$ cat src/rtl/crc16_pkg.sv
// Shared CRC-16 definitions: CCITT-FALSE defaults, engine state type and the
// single-bit LFSR update used by every datapath stage.
package crc16_pkg;

  localparam logic [15:0] CRC16_POLY_CCITT = 16'h1021;
  localparam logic [15:0] CRC16_INIT_CCITT = 16'hFFFF;

  typedef enum logic {
    IDLE  = 1'b0,
    SHIFT = 1'b1
  } crc16_state_e;

  // One message bit into an MSB-first CRC register; x^16 term is implicit.
  function automatic logic [15:0] crc16_bit_step(
    input logic [15:0] crc,
    input logic        bit_in,
    input logic [15:0] poly
  );
    logic fb;
    fb = crc[15] ^ bit_in;
    return {crc[14:0], 1'b0} ^ (fb ? poly : 16'h0000);
  endfunction

endpackage

$ cat src/rtl/crc16_step.sv
// Combinational BPC-bit CRC update: a chain of single-bit steps, first message
// bit at the head of the chain.
module crc16_step
  import crc16_pkg::*;
#(
  parameter logic [15:0] POLY       = CRC16_POLY_CCITT,
  parameter int          BPC        = 1,
  parameter bit          REFLECT_IN = 1'b0
) (
  input  logic [15:0]    crc_in,
  input  logic [BPC-1:0] bits,
  output logic [15:0]    crc_next
);

  logic [BPC:0][15:0] chain;

  assign chain[0] = crc_in;

  // MSB-first takes bits[BPC-1] first; LSB-first takes bits[0] first.
  for (genvar i = 0; i < BPC; i++) begin : g_bit
    localparam int IDX = REFLECT_IN ? i : (BPC - 1 - i);
    assign chain[i+1] = crc16_bit_step(chain[i], bits[IDX], POLY);
  end

  assign crc_next = chain[BPC];

endmodule

$ cat src/rtl/crc16_engine.sv
// Serial CRC-16 engine: absorbs one strobed byte at BPC bits per clock and
// exposes the running CRC with busy/done handshake for the upstream writer.
module crc16_engine
  import crc16_pkg::*;
#(
  parameter logic [15:0] POLY       = CRC16_POLY_CCITT,
  parameter logic [15:0] INIT_VAL   = CRC16_INIT_CCITT,
  parameter int          BPC        = 1,
  parameter bit          REFLECT_IN = 1'b0
) (
  input  logic        clk,
  input  logic        rst_n,
  input  logic        init,
  input  logic [7:0]  data,
  input  logic        data_valid,
  output logic [15:0] crc_out,
  output logic        busy,
  output logic        done
);

  if (!(BPC == 1 || BPC == 2 || BPC == 4 || BPC == 8)) begin : g_bpc_check
    $error("crc16_engine: BPC must be 1, 2, 4 or 8");
  end

  localparam int          N_STEPS  = (BPC > 0) ? (8 / BPC) : 1;
  localparam logic [2:0]  CNT_LOAD = 3'(N_STEPS - 1);

  crc16_state_e state, state_nxt;
  logic [2:0]   cnt, cnt_nxt;
  logic [7:0]   shreg, shreg_nxt;
  logic [15:0]  crc_q, crc_nxt;
  logic         done_q, done_nxt;

  logic [BPC-1:0] step_bits;
  logic [15:0]    step_crc;

  // Present the next BPC message bits in the order the step chain expects.
  if (REFLECT_IN) begin : g_lsb_first
    assign step_bits = shreg[BPC-1:0];
  end else begin : g_msb_first
    assign step_bits = shreg[7 -: BPC];
  end

  crc16_step #(
    .POLY       (POLY),
    .BPC        (BPC),
    .REFLECT_IN (REFLECT_IN)
  ) u_step (
    .crc_in   (crc_q),
    .bits     (step_bits),
    .crc_next (step_crc)
  );

  always_comb begin
    state_nxt = state;
    cnt_nxt   = cnt;
    shreg_nxt = shreg;
    crc_nxt   = crc_q;
    done_nxt  = 1'b0;
    if (init) begin
      // init overrides everything, including a strobe in the same cycle.
      state_nxt = IDLE;
      cnt_nxt   = 3'd0;
      shreg_nxt = 8'h00;
      crc_nxt   = INIT_VAL;
    end else begin
      case (state)
        IDLE: begin
          if (data_valid) begin
            shreg_nxt = data;
            cnt_nxt   = CNT_LOAD;
            state_nxt = SHIFT;
          end
        end
        SHIFT: begin
          crc_nxt   = step_crc;
          shreg_nxt = REFLECT_IN ? (shreg >> BPC) : (shreg << BPC);
          if (cnt == 3'd0) begin
            state_nxt = IDLE;
            done_nxt  = 1'b1;
          end else begin
            cnt_nxt = cnt - 3'd1;
          end
        end
        default: state_nxt = IDLE;
      endcase
    end
  end

  always_ff @(posedge clk or negedge rst_n) begin
    if (!rst_n) begin
      state  <= IDLE;
      cnt    <= 3'd0;
      shreg  <= 8'h00;
      crc_q  <= INIT_VAL;
      done_q <= 1'b0;
    end else begin
      state  <= state_nxt;
      cnt    <= cnt_nxt;
      shreg  <= shreg_nxt;
      crc_q  <= crc_nxt;
      done_q <= done_nxt;
    end
  end

  assign crc_out = crc_q;
  assign busy    = (state == SHIFT);
  assign done    = done_q;

endmodule

$ cat config.mk
export PLATFORM = sky130hd
export DESIGN_NAME = crc16_engine
export DESIGN_NICKNAME = d
export VERILOG_FILES = /design/src/rtl/crc16_pkg.sv /design/src/rtl/crc16_step.sv /design/src/rtl/crc16_engine.sv
export SDC_FILE = /design/constraint.sdc
export NUM_CORES = 1
export LEC_CHECK = 0
export ABC_AREA = 0
export CAP_MARGIN = 0
export CORE_UTILIZATION = 49
export CTS_CLUSTER_SIZE = 20
export DETAILED_ROUTE_END_ITERATION = 7
export PLACE_DENSITY = 0.75
export SYNTH_ARGS = -nofsm -noshare
export SYNTH_HDL_FRONTEND = slang
export SYNTH_SLANG_ARGS = --single-unit
$ cat constraint.sdc
create_clock -name clk -period 1.6 [get_ports clk]
set_input_delay 0.16 -clock clk [delete_from_list [all_inputs] [get_ports clk]]
set_output_delay 0.16 -clock clk [all_outputs]
set_load 0.01 [all_outputs]
==> results.toml <==
[run_status]
status = "complete, no violations"

[synthesis]
synth.top_cell.area_share_pct = 30.5
synth_cells = 115
synthTopCellsByArea = "dfstp_2, dfrtp_1, a211o_1, mux2i_1, nor2b_1"
synth_edf_count = 0
async_reset_ff_share_pct = 100
yosysWarnings = 0
synth_adder_area_share_pct = 1.82
syn_avg_cell_area_um2 = 12.0
synthMuxAreaShare_pct = 7.45
syn_nets = 129
synth_ff_type = "dfstp_2"
synth_top_family_by_area = "compound AO/OA/AOI/OAI gates"
syn-cell-area_mm2 = 0.00138
ys_ff_latch = 29
yosys.area_share.simple_pct = 12.6
synth_compound_area_share_pct = 16.4
yosys.area.top_type = "dfstp_2"
synth_seq_area_share_pct = 54.2
synth_xor_xnor_area_share_pct = 1.91
ys_types = 27

[clock_tree]
cts_root_buf = "clkbuf_4"
clk_pin_slew_ps = 90
cts_tree = "done"
clockBufferDepth = 2
htree_levels = 2
cts_buffers = 5
clk_latency_ps = 320
cts.sinks = 29

[power_and_ir_drop]
leakagePower_uw = 0.000764
irDropWorstVdd_uv = 845
powerDensity_mw_per_mm2 = 973
fin_total_pwr_uw = 1730

[drt]
viasPerCell = 5.38
drc = 0
met1_length_mm = 1.19
vias = 963
routedWlPerCell_um = 15.0
ant_nets = 0
routed_wl_mm = 2.69
route.met2.wl_mm = 1.29
highest_layer = "met4"
first_pass_iters = 4
first_iter_violations = 10
dr_wl_met3_um = 157

[floorplanning]
die_w_um = 55
die_area_mm2 = 0.00303
core-area_mm2 = 0.00257
io_pins = 30
fp.dieH_um = 55
start_util_pct = 53.6
rows = 18

[setup_path]
start_kind = "register"
path_max_fanout = 9
cpMaxStageDelayCell = "clkdlybuf4s50_1"
worstPathArrival_ps = 1340
r2r_setup_slack_ps = 280
required_ps = 1440
worst-path-buf-inv = 1
crit_path_end_kind = "output pin"
worstPathCellList = "clkdlybuf4s50_1"
critical_path_class = "register to output pin"
crit_family = "buffers and inverters"
critPathMaxStageDelay_ps = 560

[grt]
grt_max_degree = 30
grt_pass1_wl_mm = 4.05
grt_overflow_total = 0
antenna_found_initial = 0
grt_pass1_vias = 923
track_usage_pct = 20.2

[placed_design]
portBuffers = 29
gp_congestion = 0.709
dp_hpwl_mm = 1.70
place_inst = 171

[flow_run]
drv_cap = 0

[timing]
setup-violations-final = 0
period_needed_ps = 1500
tightest_slew_ps = 475
fmax_mhz = 665
rsz0062_at_grt = "no"
skew_ps = 9.09
hold_viol = 0
finalCritPeriodShare_pct = 94.0
tns_ps = 0
slew_headroom_pct = 68.1
slew_violations = 0

[finish]
antenna_cells = 0
syn2layout_area_growth_pct = 29.3
layout.nets = 162
final_cells = 179
drive_above_1_share_pct = 22.1
final_util_pct = 69.3

[min_path]
hold_path.class = "input port to async pin"
state kept, by name (all words and copies together), names as in the netlist:
signal and flops:
crc_out 16, busy 1, shreg 8, cnt 3, done 1
layout make-up:
cell class / count / area, µm²
multi-input combinational: 74 / 553
timing repair buffer: 35 / 372
tap: 30 / 37.5
inverter: 3 / 11.3
clock buffer: 8 / 58.8
sequential: 29 / 747
fill: 213 / 788
stage by stage:
step	setup slack, ps	area [µm²]	hold WS, ps
global placement	243	1680	493
global route	31.3	1780	228
detailed placement	210	1680	510
finish	96.4	1780	207
CTS	0.748	1740	208
floorplan	403	1380	-136
synth_stat cells (3+ instances only):
cell type  count
a211o_1       13
a211oi_1       6
dfstp_2       16
dfrtp_1       13
buf_2          5
nor2_1        10
a21oi_1        5
mux2i_1        8
buf_6          3
nor2b_1       12
inv_1          3
what timing repair did:
| item | 4_1_cts | 5_1_grt |
|---|---|---|
| hold buffers | 0 | 0 |
| gates resized for setup | 2 | 15 |
| setup buffers | 0 | 0 |
| endpoints found under the setup margin | 2 | 15 |
where the power goes:
part | switching [µW] | internal, µW | leakage (µW) | total, µW
clock | 252 | 217 | 0.0000326 | 469
sequential | 54.1 | 831 | 0.000337 | 885
combinational | 176 | 201 | 0.000394 | 377
per-layer routing:
layer	up-vias	global-route usage, %
li1	467	-
met1	465	24.5
met2	26	30.1
met3	5	6.28
met4	0	15.0
met5	-	0
final timing paths:
path	start	endpoint	cells past startpoint
min in group clk	data[0]	shreg[0]$_DFFE_PN0P_	3
max in group asynchronous	rst_n	crc_out[6]$_DFFE_PN1P_	2
setup reg to reg	cnt[0]$_DFFE_PN0P_	cnt[0]$_DFFE_PN0P_	5
hold / removal	rst_n	shreg[5]$_DFFE_PN0P_	2
hold reg to reg	cnt[1]$_DFFE_PN0P_	cnt[1]$_DFFE_PN0P_	1
setup / recovery	busy$_DFF_PN0_	busy	1
cells in the final DEF, fill, tap and decap left out, types with 3 or more instances in the layout:
| cell | count |
|---|---|
| dfrtp_1 | 12 |
| dfstp_2 | 16 |
| a211o_1 | 13 |
| buf_4 | 6 |
| dlymetal6s2s_1 | 15 |
| clkdlybuf4s50_1 | 13 |
| inv_1 | 3 |
| a21oi_1 | 5 |
| a211oi_1 | 6 |
| nor2_1 | 10 |
| nor2b_1 | 12 |
| mux2i_1 | 8 |
| clkbuf_4 | 5 |
logic make-up after synthesis:
kind of cell             Yosys count
AND/OR/NAND/NOR                   29
multiplexers                      10
AO/OA/AOI/OAI                     30
XOR/XNOR                           3
flip-flops                        29
adder cells (fa/ha/maj)            2
buffers and inverters             12
No activity file was read; power rests on OpenSTA's default activity.
